[src/rtl/reqwalker_multi_if.sv]
// Wishbone pipelined slave bus for the LED request walker, plus the LED outputs.
interface reqwalker_multi_if #(
  parameter int NLEDS = 8
);
  logic              i_cyc;
  logic              i_stb;
  logic              i_we;
  logic [1:0]        i_addr;
  logic [31:0]       i_data;
  logic              o_stall;
  logic              o_ack;
  logic [31:0]       o_data;
  logic [NLEDS-1:0]  o_led;

  modport slave (
    input  i_cyc, i_stb, i_we, i_addr, i_data,
    output o_stall, o_ack, o_data, o_led
  );

  modport master (
    output i_cyc, i_stb, i_we, i_addr, i_data,
    input  o_stall, o_ack, o_data, o_led
  );
endinterface

[src/rtl/reqwalker_multi.sv]
// Wishbone slave that walks a single lit LED forward, in reverse or bouncing,
// with a step prescaler, repeat count, abort and completed-walk counter.
//   state  | meaning
//   S_IDLE | no walk in progress, o_led = 0, CTRL writes start a walk
//   S_WALK | LED walking; CTRL/PRE writes ignored, ABORT returns to idle
module reqwalker_multi #(
  parameter int          NLEDS            = 8,
  parameter int          PRESCALE_W       = 16,
  parameter int unsigned DEFAULT_PRESCALE = 0,
  parameter int          REPEAT_W         = 8
) (
  input  logic                i_clk,
  input  logic                i_reset_n,
  reqwalker_multi_if.slave    bus
);
  localparam int              PW   = (NLEDS > 2) ? $clog2(NLEDS) : 1;
  localparam logic [PW-1:0]   LAST = PW'(NLEDS - 1);
  localparam logic [NLEDS-1:0] ONE = NLEDS'(1);

  typedef enum logic {S_IDLE, S_WALK} state_t;

  state_t                state_q;
  logic [1:0]            mode_q;
  logic                  dir_q;
  logic [PW-1:0]         pos_q;
  logic [REPEAT_W-1:0]   rep_q;
  logic [PRESCALE_W-1:0] timer_q;
  logic [PRESCALE_W-1:0] pre_q;
  logic [31:0]           done_q;
  logic                  ack_q;
  logic [31:0]           data_q;
  logic [NLEDS-1:0]      led_q;

  logic                  req, wr, busy, is_rev, is_bnc, w_rev;
  logic                  pass_end;
  logic [PW-1:0]         pos_d, restart_pos;
  logic                  dir_d;
  logic [31:0]           rdata_d;
  logic                  unused_data;

  assign req         = bus.i_cyc & bus.i_stb;
  assign wr          = req & bus.i_we;
  assign busy        = (state_q == S_WALK);
  assign is_rev      = (mode_q == 2'd2);
  assign is_bnc      = (mode_q == 2'd1);
  assign w_rev       = (bus.i_data[1:0] == 2'd2);
  assign restart_pos = is_rev ? LAST : '0;
  assign unused_data = ^bus.i_data;

  // dir=1 always heads toward 0, which is where reverse and bounce passes end
  always_comb begin
    pass_end = 1'b0;
    pos_d    = pos_q;
    dir_d    = dir_q;
    if (dir_q) begin
      if (pos_q == '0) pass_end = 1'b1;
      else             pos_d = pos_q - 1'b1;
    end else if (pos_q == LAST) begin
      if (is_bnc) begin
        dir_d = 1'b1;
        pos_d = pos_q - 1'b1;
      end else begin
        pass_end = 1'b1;
      end
    end else begin
      pos_d = pos_q + 1'b1;
    end
  end

  always_comb begin
    rdata_d = '0;
    case (bus.i_addr)
      2'd0: begin
        rdata_d[31]    = busy;
        rdata_d[30]    = dir_q;
        rdata_d[25:24] = mode_q;
        rdata_d[23:16] = 8'(rep_q);
        rdata_d[7:0]   = 8'(pos_q);
      end
      2'd1:    rdata_d = 32'(pre_q);
      2'd2:    rdata_d = done_q;
      default: rdata_d = '0;
    endcase
  end

  always_ff @(posedge i_clk or negedge i_reset_n) begin
    if (!i_reset_n) begin
      state_q <= S_IDLE;
      mode_q  <= '0;
      dir_q   <= 1'b0;
      pos_q   <= '0;
      rep_q   <= '0;
      timer_q <= '0;
      pre_q   <= PRESCALE_W'(DEFAULT_PRESCALE);
      done_q  <= '0;
      ack_q   <= 1'b0;
      data_q  <= '0;
      led_q   <= '0;
    end else begin
      ack_q  <= req;
      data_q <= (req && !bus.i_we) ? rdata_d : '0;
      if (wr && bus.i_addr == 2'd1 && !busy) pre_q <= bus.i_data[PRESCALE_W-1:0];
      if (wr && bus.i_addr == 2'd3) begin
        state_q <= S_IDLE;
        led_q   <= '0;
      end else begin
        case (state_q)
          S_IDLE: begin
            if (wr && bus.i_addr == 2'd0) begin
              state_q <= S_WALK;
              mode_q  <= bus.i_data[1:0];
              rep_q   <= bus.i_data[8 +: REPEAT_W];
              dir_q   <= w_rev;
              pos_q   <= w_rev ? LAST : '0;
              led_q   <= ONE << (w_rev ? LAST : '0);
              timer_q <= pre_q;
            end
          end
          S_WALK: begin
            if (timer_q != '0) begin
              timer_q <= timer_q - 1'b1;
            end else begin
              timer_q <= pre_q;
              if (!pass_end) begin
                pos_q <= pos_d;
                dir_q <= dir_d;
                led_q <= ONE << pos_d;
              end else if (rep_q != '0) begin
                rep_q <= rep_q - 1'b1;
                pos_q <= restart_pos;
                dir_q <= is_rev;
                led_q <= ONE << restart_pos;
              end else begin
                state_q <= S_IDLE;
                led_q   <= '0;
                done_q  <= done_q + 1'b1;
              end
            end
          end
          default: state_q <= S_IDLE;
        endcase
      end
    end
  end

  assign bus.o_stall = 1'b0;
  assign bus.o_ack   = ack_q;
  assign bus.o_data  = data_q;
  assign bus.o_led   = led_q;
endmodule

[src/flat_wrapper.sv]
// flat-port wrapper written by rule: the top's interface ports become plain ports
module reqwalker_multi_flat 
#(
  parameter int          NLEDS            = 8,
  parameter int          PRESCALE_W       = 16,
  parameter int unsigned DEFAULT_PRESCALE = 0,
  parameter int          REPEAT_W         = 8
)
  (i_clk, i_reset_n, bus_i_cyc, bus_i_stb, bus_i_we, bus_i_addr, bus_i_data, bus_o_stall, bus_o_ack, bus_o_data, bus_o_led);
  reqwalker_multi_if #(.NLEDS(NLEDS)) bus_i ();
  input  logic i_clk;
  input  logic i_reset_n;
  input wire logic [$bits(bus_i.i_cyc)-1:0] bus_i_cyc;
  input wire logic [$bits(bus_i.i_stb)-1:0] bus_i_stb;
  input wire logic [$bits(bus_i.i_we)-1:0] bus_i_we;
  input wire logic [$bits(bus_i.i_addr)-1:0] bus_i_addr;
  input wire logic [$bits(bus_i.i_data)-1:0] bus_i_data;
  output wire logic [$bits(bus_i.o_stall)-1:0] bus_o_stall;
  output wire logic [$bits(bus_i.o_ack)-1:0] bus_o_ack;
  output wire logic [$bits(bus_i.o_data)-1:0] bus_o_data;
  output wire logic [$bits(bus_i.o_led)-1:0] bus_o_led;
  assign bus_i.i_cyc = bus_i_cyc;
  assign bus_i.i_stb = bus_i_stb;
  assign bus_i.i_we = bus_i_we;
  assign bus_i.i_addr = bus_i_addr;
  assign bus_i.i_data = bus_i_data;
  assign bus_o_stall = bus_i.o_stall;
  assign bus_o_ack = bus_i.o_ack;
  assign bus_o_data = bus_i.o_data;
  assign bus_o_led = bus_i.o_led;
  reqwalker_multi #(.NLEDS(NLEDS), .PRESCALE_W(PRESCALE_W), .DEFAULT_PRESCALE(DEFAULT_PRESCALE), .REPEAT_W(REPEAT_W)) u_core (.i_clk(i_clk), .i_reset_n(i_reset_n), .bus(bus_i));
endmodule
[config.mk]
export PLATFORM = sky130hd
export DESIGN_NAME = reqwalker_multi_flat
export DESIGN_NICKNAME = d
export VERILOG_FILES = /design/src/rtl/reqwalker_multi_if.sv /design/src/rtl/reqwalker_multi.sv /design/src/flat_wrapper.sv
export SDC_FILE = /design/constraint.sdc
export NUM_CORES = 1
export LEC_CHECK = 0
export BUFFER_PORTS_ARGS = -buffer_cell sky130_fd_sc_hd__buf_4
export CAP_MARGIN = 30
export CORE_ASPECT_RATIO = 0.8
export CORE_MARGIN = 4
export CORE_UTILIZATION = 30
export DETAILED_ROUTE_END_ITERATION = 12
export GPL_TIMING_DRIVEN = 0
export PLACE_DENSITY = 0.46
export SLEW_MARGIN = 20
export SYNTH_ARGS = -nofsm -noshare
export SYNTH_HDL_FRONTEND = slang
export SYNTH_SLANG_ARGS = --single-unit
[constraint.sdc]
create_clock -name i_clk -period 3.4 [get_ports i_clk]
set_input_delay 0.68 -clock i_clk [delete_from_list [all_inputs] [get_ports i_clk]]
set_output_delay 0.68 -clock i_clk [all_outputs]
set_load 0.03 [all_outputs]
* After elaboration in Yosys (flattened, before gate mapping) *
Cells that the tools add are included.

operators by class
  add/sub/neg operators = 5
  $mul = 0
  divide/modulo/power cells = 0
  order comparisons = 0
  equality and inequality tests = 14
  shift-type cells = 3
  muxes and demuxes = 49
  bitwise gates (word level) = 6
  reductions and logical operators = 17

operators by type and width
  kind                     number
  $mux W8                  9
  $pmux W8 S2              3
  $add A32 B1 Y32 const B  1
  $mux W16                 2
  $mux W32                 1
  $pmux W16 S2             1
  $mux W3                  10
  $pmux W8 S3              1
  $shl A1 B3 Y8 const A    3
  $pmux W10 S2             1
  $mux W1                  16
  $reduce_bool A16 Y1      1
  $sub A16 B1 Y16 const B  1
  $reduce_and A5 Y1        2
  $eq A2 B2 Y1 const B     4
  $reduce_bool A8 Y1       1
  $sub A8 B1 Y8 const B    1
  $ne A2 B2 Y1 const B     3
  $ne A3 B3 Y1 const B     2
  $pmux W3 S2              1
  $logic_and A1 B1 Y1      5
  $eq A2 B1 Y1 const B     2
  $mux W4                  1
  $not A1 Y1               4
  other kinds (14)         18

storage, ports and cells
  bits in registers = 120
  latch bits = 0
  bits in writable memories = 0
  memory bits (read-only) = 0
  input bits = 39
  output and inout port bits = 42
  word-level logic and storage cells = 105
  memories kept = 0

* Longest topological paths before layout *
Gate-level depths: netlist (run 1).

  depth in word-level cells = 9
  mapped depth = 10
  gate-level depth less buffers = 7

* Worst setup path after synthesis (run 1) *
No wires, ideal clock.

  kind = input port to flip-flop
  start = input port bus_i_addr[1]
  end = register u_core.pre_q[10]
  arrival = 2.349 ns
  setup slack = 0.926 ns
  stages = 6
  path buffers = 2
  cell sequence = inv_1 -> ha_1 -> clkbuf_1 -> nor3b_1 -> buf_2 -> mux2_2

on the way
  word-level cells in the longest chain between the ends = 3

RTL lines
  what                              RTL line                source
  start: declaration                flat_wrapper.sv:16      input wire logic [$bits(bus_i.i_addr)-1:0] bus_i_addr;
  $eq A2 B1 Y1                      reqwalker_multi.sv:102  if (wr && bus.i_addr == 2'd1 && !busy) pre_q <= bus.i_data[PRESCALE_W-1:0];
  $logic_and A1 B1 Y1 (2 in a row)  reqwalker_multi.sv:102
  end signal: assignment            reqwalker_multi.sv:94   pre_q <= PRESCALE_W'(DEFAULT_PRESCALE);
  end signal: assignment            reqwalker_multi.sv:102
  end: declaration                  reqwalker_multi.sv:28   logic [PRESCALE_W-1:0] pre_q;

No other way between the ends.
A chain may end at the register's enable or synchronous reset.

* Worst setup path in the final report (run 1) *
  start = input port bus_i_addr[0]
  end = register u_core.timer_q[10]

on the way
  word-level cells in the longest chain between the ends = 4
  elaborated cells between the ends (all ways) = 7
  those cells by class = eq/ne: 2; bitwise: 1; reduce/logical: 4

RTL lines
  what                                                         RTL line                                        source
  $logic_not A2 Y1 or $eq A2 B2 Y1 (tied branches)             reqwalker_multi.sv:109, reqwalker_multi.sv:103
  $logic_and A1 B1 Y1, on equally long branches                reqwalker_multi.sv:109, reqwalker_multi.sv:103
  $ne A2 B1 Y1 (no source line) or $not A1 Y1 (tied branches)  --
  $reduce_and A2 Y1 (no source line) *                         --
  end signal: assignment                                       reqwalker_multi.sv:116                          timer_q <= pre_q;
  end signal: assignment                                       reqwalker_multi.sv:121                          timer_q <= timer_q - 1'b1;
  end signal: assignment                                       reqwalker_multi.sv:123                          timer_q <= pre_q;
  end: declaration                                             reqwalker_multi.sv:27                           logic [PRESCALE_W-1:0] timer_q;

Mark *: on every way between the ends. The rest lies on a longest branch, timed or not.

==> summary.txt, run 1 <==
Run status
  – Status: finished clean

Min path
  – Hold Path Class: input port to async pin

Setup path
  – Worst Setup SP: bus_i_addr[0]
  – Crit path top cell by count: clkbuf_1
  – CP Capture Point: u_core.timer_q[10]
  – Buf+Inv Stages, Crit Path: 5
  – Crit path max-delay cell type: clkbuf_1
  – Max stage delay on crit path: 0.47 ns
  – Worst endpoint required time: 3.73 ns
  – CP endpoint kind: flip-flop
  – Worst-path cell chain: buf_4, inv_1, ha_1, clkbuf_1, a41o_1, and2_0, clkbuf_1, clkbuf_1, o21ai_0, a22oi_1
  – Startpoint types: input port
  – Reg-to-reg critical path endpoint: u_core.timer_q[13]
  – Worst flop-to-flop path startpoint: u_core.timer_q[0]
  – Register-to-register setup slack: 0.65 ns
  – Largest delay contributor family on the critical path: buffers and inverters
  – Setup CP Type: input port to flip-flop
  – WP data arrival: 3.25 ns
  – Critical-path maximum fanout: 10
  – R2R depth: 9
  – Critical path depth in cells: 10

Synth
  – Synth Warn #: 0
  – Mapped Nets: 628
  – Mapped cell area: 6030 um2
  – Ys async rst share: 1.00
  – Ranking of synthesized cells by area: dfrtp_1, mux2_2, xnor2_1
  – Number of synthesized register bits: 120
  – Leading area contributor after synthesis: dfrtp_1
  – Post-synth top flop: dfrtp_1
  – Post-synth EDFFs: 0
  – Most common cell in the netlist: dfrtp_1
  – Syn Area/Cell: 10.5 um2
  – Most frequent cells after synthesis: dfrtp_1, nor2_1, a22oi_1
  – Seq/Total Area, Yosys: 0.498
  – Synth unique cells: 68
  – Mapped Cells: 575
  – Share of the synthesized area in the top cell type: 0.498

Power and ir drop
  – Worst VDD drop: 275 uV
  – Switching power total: 1.66 mW
  – Static leakage: 3.27 nW
  – Seq pwr share: 0.399
  – Switching Fraction: 0.338
  – Comb power frac: 0.235
  – Power per cell area: 657 nW/um2
  – Clock network fraction of design power: 0.366
  – Internal: 3.25 mW

Cells and area
  – Final nets: 712
  – Final Util: 0.377
  – Fillers: 1993
  – Area Growth Syn to Fin: 23.8%
  – Layout cell share with drive strength beyond 1: 0.211
  – # diodes: 0

Timing
  – Worst slew margin: 0.455
  – Fin. Hold Viols: 0
  – Unrepaired setup endpoints after global routing: no
  – Setup_tns: 0 ns
  – Peak Freq: 343 MHz
  – Period utilization: 0.859
  – Final Slew Violations: 0
  – Setup violators final: 0
  – Clock skew: 0.00827 ns
  – Slew @ Worst Pin: 0.811 ns
  – Hold WS: 0.192 ns
  – Tmin final: 2.92 ns

Clock network
  – Register clock-pin slew on the reported worst setup and hold paths: 0.06 ns
  – Setup bufs post-CTS: 0
  – CTS Sinks: 120
  – Post-CTS resize count: 0
  – Num CTS Buffers: 17
  – Worst skew pair latency: 0.42 ns
  – CTS tree: built
  – H-tree levels: 4
  – Max Buffers Root-to-Sink: 2
  – Cts hold-fix bufs: 0
  – Root buffer cell: clkbuf_16

Global route
  – GRT Util Overall: 0.160
  – First-pass GRT wire length: 27.9 mm
  – Vias in the first global route: 4923
  – Grt total ovfl: 0
  – Initial antenna violation count: 0
  – Largest net degree at the start of global routing: 62

Routing
  – Vias/cell: 5.29
  – First-pass DRT Iterations: 5
  – DRT iter0 DRCs: 346
  – DR DRC count: 0
  – Via count: 4952
  – Post-Route WL: 17.4 mm
  – Drt wl/cell: 18.6 um
  – Post-route ant nets: 0

Placed design
  – Routability cong.: 0.840
  – I/O Buffers: 63
  – Dpl hpwl: 12.8 mm

Floorplanning
  – Die area: 22500 um2
  – Ports: 81
  – Initial Util: 0.305
  – Core Rows: 46
  – Core box area: 19800 um2
  – Die Y: 135 um
  – Die W: 167 um

Job
  – Max cap viols: 0
==> power by group through the flow <==
stage	Clock (mW)	Sequential, mW	Combinational, mW
after global placement	0	1.97	1.13
after floorplan	0	1.89	0.827
after global routing	1.90	1.99	1.30
after CTS	1.84	1.95	1.16
after detailed placement	0	1.97	1.15
final	1.80	1.96	1.15
==> placed cells by master (no fill, tap or decap), drive strengths merged, types with 8 or more instances in the layout <==
cell type | Yosys | final
a21oi | 20 | 20
a22oi | 29 | 29
and3 | 15 | 15
buf | 10 | 75
clkbuf | 23 | 42
dfrtp | 120 | 120
ha | 14 | 14
inv | 14 | 18
mux2 | 23 | 23
nand2 | 28 | 28
nand3 | 25 | 25
nand4 | 22 | 22
nor2 | 56 | 56
nor3 | 16 | 16
nor4 | 10 | 10
o21ai | 19 | 19
o22a | 9 | 9
xnor2 | 25 | 25
xor2 | 8 | 8
==> cell families after synthesis <==
group           Yosys count  share of synthesized area
xor+xnor                 33                     0.0479
compound gates          123                      0.149
fa+ha+maj                14                     0.0290
simple gates            210                      0.192
other cells               1                   0.000622
flops                   120                      0.498
buf+inv                  47                     0.0332
mux                      27                     0.0496
==> state kept, by name, summed over array words and instances, names as in the netlist <==
signal and cells:
u_core.bus.o_data 32, u_core.done_q 32, u_core.pre_q 16, u_core.timer_q 16
u_core.bus.o_led 8, u_core.rep_q 8, u_core.pos_q 3, u_core.mode_q 2
u_core.bus.o_ack 1, u_core.busy 1, u_core.dir_q 1
==> layout make-up <==
type / instances / area [um2] / area share
clock buffer: 19 / 443 / 0.0593
timing repair buffer: 65 / 513 / 0.0687
tap: 264 / 330 / 0.0442
inverter: 14 / 52.6 / 0.00704
sequential: 120 / 3000 / 0.402
multi-input combinational: 408 / 2830 / 0.380
clock inverter: 13 / 143 / 0.0191
buffer: 33 / 148 / 0.0198
==> metal layers <==
layer	share of wire	up-vias	global-route usage	wire [um]
met5	0	-	0	0
met4	0.024	0	0.0591	418
met3	0.049	32	0.0363	855
met2	0.44	136	0.235	7590
met1	0.49	2475	0.231	8510
li1	-	2309	-	-
==> how the worst min path moves through the flow <==
stage / start / endpoint / cells after the start
after floorplan: i_reset_n / u_core.bus.o_ack / 0
after detailed placement: u_core.done_q[31] / u_core.done_q[31] / 1
after CTS: i_reset_n / u_core.bus.o_led[0] / 1
after global routing: i_reset_n / u_core.bus.o_led[0] / 1
final: i_reset_n / u_core.bus.o_led[0] / 1
after global placement: u_core.done_q[31] / u_core.done_q[31] / 1
==> worst reg2reg max path: cells and delay by family (launching register included) <==
family,cells,cell delay [ns]
compound gates,3,0.80
buf+inv,3,0.77
flops,1,0.47
simple gates,2,0.34
fa+ha+maj,1,0.23
==> metrics by stage <==
step / setup slack (ns) / cells / instance area, um2 / power [mW]
6_report: 0.480 / 936 / 7470 / 4.91
3_5_place_dp: 0.0986 / 904 / 6880 / 3.12
3_3_place_gp: 0.0163 / 902 / 6840 / 3.10
2_1_floorplan: 0.926 / 575 / 6030 / 2.71
5_1_grt: 0.236 / 936 / 7470 / 5.19
4_1_cts: 0.538 / 936 / 7470 / 4.95
Note: power is estimated with default switching activity, not from simulation.
==> inputs of run 2 (changes only) <==
Settings changed: GPL_ROUTABILITY_DRIVEN set to 1, RECOVER_POWER set to 25.
==> summary.txt, run 2 (synthesis gave the netlist of run 1 again) <==
Setup path
  – Critical-path maximum fanout: 10 (unchanged)
  – Startpoint types: input port
  – Setup CP Type: input port to flip-flop
  – WP data arrival: 3.23 ns (-0.02 ns)
  – Worst-path cell chain: buf_4, inv_1, ha_1, clkbuf_1, a41o_1, and2_0, clkbuf_1, clkbuf_1, o21ai_0, a22oi_1
  – Max stage delay on crit path: 0.48 ns (about the same)
  – Crit path max-delay cell type: clkbuf_1
  – CP endpoint kind: flip-flop
  – Worst endpoint required time: 3.73 ns (about the same)
  – Crit path top cell by count: clkbuf_1

Placed design
  – Dpl hpwl: 12.8 mm (unchanged)
  – I/O Buffers: 63 (unchanged)
  – Routability cong.: 0.840 (unchanged)
  – Setup WS pre-CTS: 0.0986 ns (unchanged)
  – Post-DP Area: 6880 um2 (unchanged)

Global route
  – Largest net degree at the start of global routing: 62 (unchanged)
  – Vias in the first global route: 4923 (unchanged)
  – First-pass GRT wire length: 27.9 mm (unchanged)
  – Initial antenna violation count: 0 (unchanged)
  – Grt total ovfl: 0 (unchanged)
  – GRT Util Overall: 0.160 (unchanged)

Floorplanning
  – Core Rows: 46 (unchanged)
  – Initial Util: 0.305 (unchanged)
  – Die W: 167 um (unchanged)
  – Core box area: 19800 um2 (unchanged)
  – Die Y: 135 um (unchanged)
  – Die area: 22500 um2 (unchanged)
  – Ports: 81 (unchanged)

Clock network
  – Num CTS Buffers: 17 (unchanged)
  – Worst skew pair latency: 0.42 ns (about the same)
  – Max Buffers Root-to-Sink: 2 (unchanged)
  – CTS Sinks: 120 (unchanged)
  – Register clock-pin slew on the reported worst setup and hold paths: 0.06 ns (about the same)
  – Setup bufs post-CTS: 0 (unchanged)
  – Cts hold-fix bufs: 0 (unchanged)
  – Root buffer cell: clkbuf_16
  – Post-CTS resize count: 0 (unchanged)
  – CTS tree: built
  – H-tree levels: 4 (unchanged)

Timing
  – Peak Freq: 344 MHz (+0.55%)
  – Setup_tns: 0 ns (unchanged)
  – Final Slew Violations: 60 (+60)
  – Period utilization: 0.854 (-0.00469)
  – Tmin final: 2.90 ns (-0.0159 ns)
  – Worst slew margin: -0.0597 (-0.515)
  – Setup violators final: 0 (unchanged)
  – Slew @ Worst Pin: 1.59 ns (+0.779 ns)
  – Fin. Hold Viols: 0 (unchanged)
  – Unrepaired setup endpoints after global routing: no
  – Clock skew: 0.0107 ns (+0.00241 ns)
  – Worst setup margin: 0.496 ns (+0.0159 ns)

Cells and area
  – Final nets: 712 (unchanged)
  – Commonest non-fill, non-tap cell in the layout: dfrtp_1
  – Commonest cells after routing, fill and taps aside: dfrtp_1, buf_4, nor2_1
  – Area Growth Syn to Fin: 23.6%
  – # diodes: 0 (unchanged)
  – Final Cell Area: 7460 um2 (-0.13%)
  – Layout cell share with drive strength beyond 1: 0.211 (unchanged)

Routing
  – First-pass DRT Iterations: 5 (unchanged)
  – Via count: 4979 (+0.55%)
  – Post-Route WL: 17.4 mm (+0.13%)
  – Met3 WL: 773 um (-9.6%)
  – Post-route ant nets: 0 (unchanged)
  – DR WL met2: 7.68 mm (+1.3%)
  – Metal-1 WL: 8.56 mm (+0.56%)
  – DRT iter0 DRCs: 359 (+3.8%)
  – Vias/cell: 5.32 (+0.55%)
  – Drt wl/cell: 18.6 um (+0.13%)
  – Max Used Layer: met4
  – DR DRC count: 0 (unchanged)

Run status
  – Failing checks: max-capacitance violations, max-slew violations
  – Status: complete, but fails checks

Power and ir drop
  – Worst VDD drop: 275 uV (-0.13%)
  – Static leakage: 3.26 nW (-0.12%)
  – Power per cell area: 657 nW/um2 (about the same)

Min path
  – Hold Path Class: flip-flop to flip-flop

Job
  – Max cap viols: 1 (+1)
[run 2: cell types whose count changed in the layout (fill, tap and decap cells not counted), sizes merged]
cell,change
buf,-1
clkbuf,+1
[run 2: path summary, 6_finish.rpt]
path	start	to	slack, ns	depth (start not counted)
max	bus_i_addr[0]	u_core.timer_q[10]	0.50	10
min	u_core.done_q[31]	u_core.done_q[31]	0.47	1
max reg2reg	u_core.timer_q[0]	u_core.timer_q[13]	0.67	9
min reg2reg	u_core.done_q[31]	u_core.done_q[31]	0.47	1
max in group asynchronous	i_reset_n	u_core.done_q[12]	1.76	2
min in group asynchronous	i_reset_n	u_core.bus.o_led[0]	0.66	1
[run 2: area by class of cell]
| cell class | count | area (um2) |
|---|---|---|
| Timing Repair Buffer | 65 | 503 |
| Buffer | 33 | 148 |
| Tap cell | 264 | 330 |
| Fill cell | 1994 | 12300 |
| Clock inverter | 13 | 143 |
| Inverter | 14 | 52.6 |
| Clock buffer | 19 | 443 |
| Sequential cell | 120 | 3000 |
| Multi-Input combinational cell | 408 | 2830 |
[run 2: routing by layer]
| metal | global-route usage | vias to the layer above |
|---|---|---|
| li1 | - | 2312 |
| met1 | 0.231 | 2520 |
| met4 | 0.0591 | 0 |
| met5 | 0 | - |
| met3 | 0.0363 | 21 |
| met2 | 0.235 | 126 |
[run 2: where the power goes]
| group | total, mW | internal [mW] | switching (mW) | leakage [nW] |
|---|---|---|---|---|
| clock | 1.79 | 1.10 | 0.690 | 0.285 |
| combinational | 1.15 | 0.491 | 0.661 | 1.37 |
| sequential | 1.95 | 1.65 | 0.303 | 1.60 |
[run 2: critical path: cells and delay by family]
kind / cells / cell delay (ns)
adders and majority gates: 1 / 0.14
AOI/OAI and AO/OA: 3 / 0.61
buffers and inverters: 5 / 1.48
and+or+nand+nor: 1 / 0.31
[run 2: stage by stage]
step | power [mW] | instances | hold WS, ns | util
final | 4.90 | 936 | 0.470 | 0.377
after global routing | 5.19 | 936 | 0.474 | 0.377
after CTS | 4.95 | 936 | 0.195 | 0.377
after detailed placement | 3.12 | 904 | 0.463 | 0.348
after global placement | 3.10 | 902 | 0.458 | 0.345
after floorplan | 2.71 | 575 | 0.384 | -
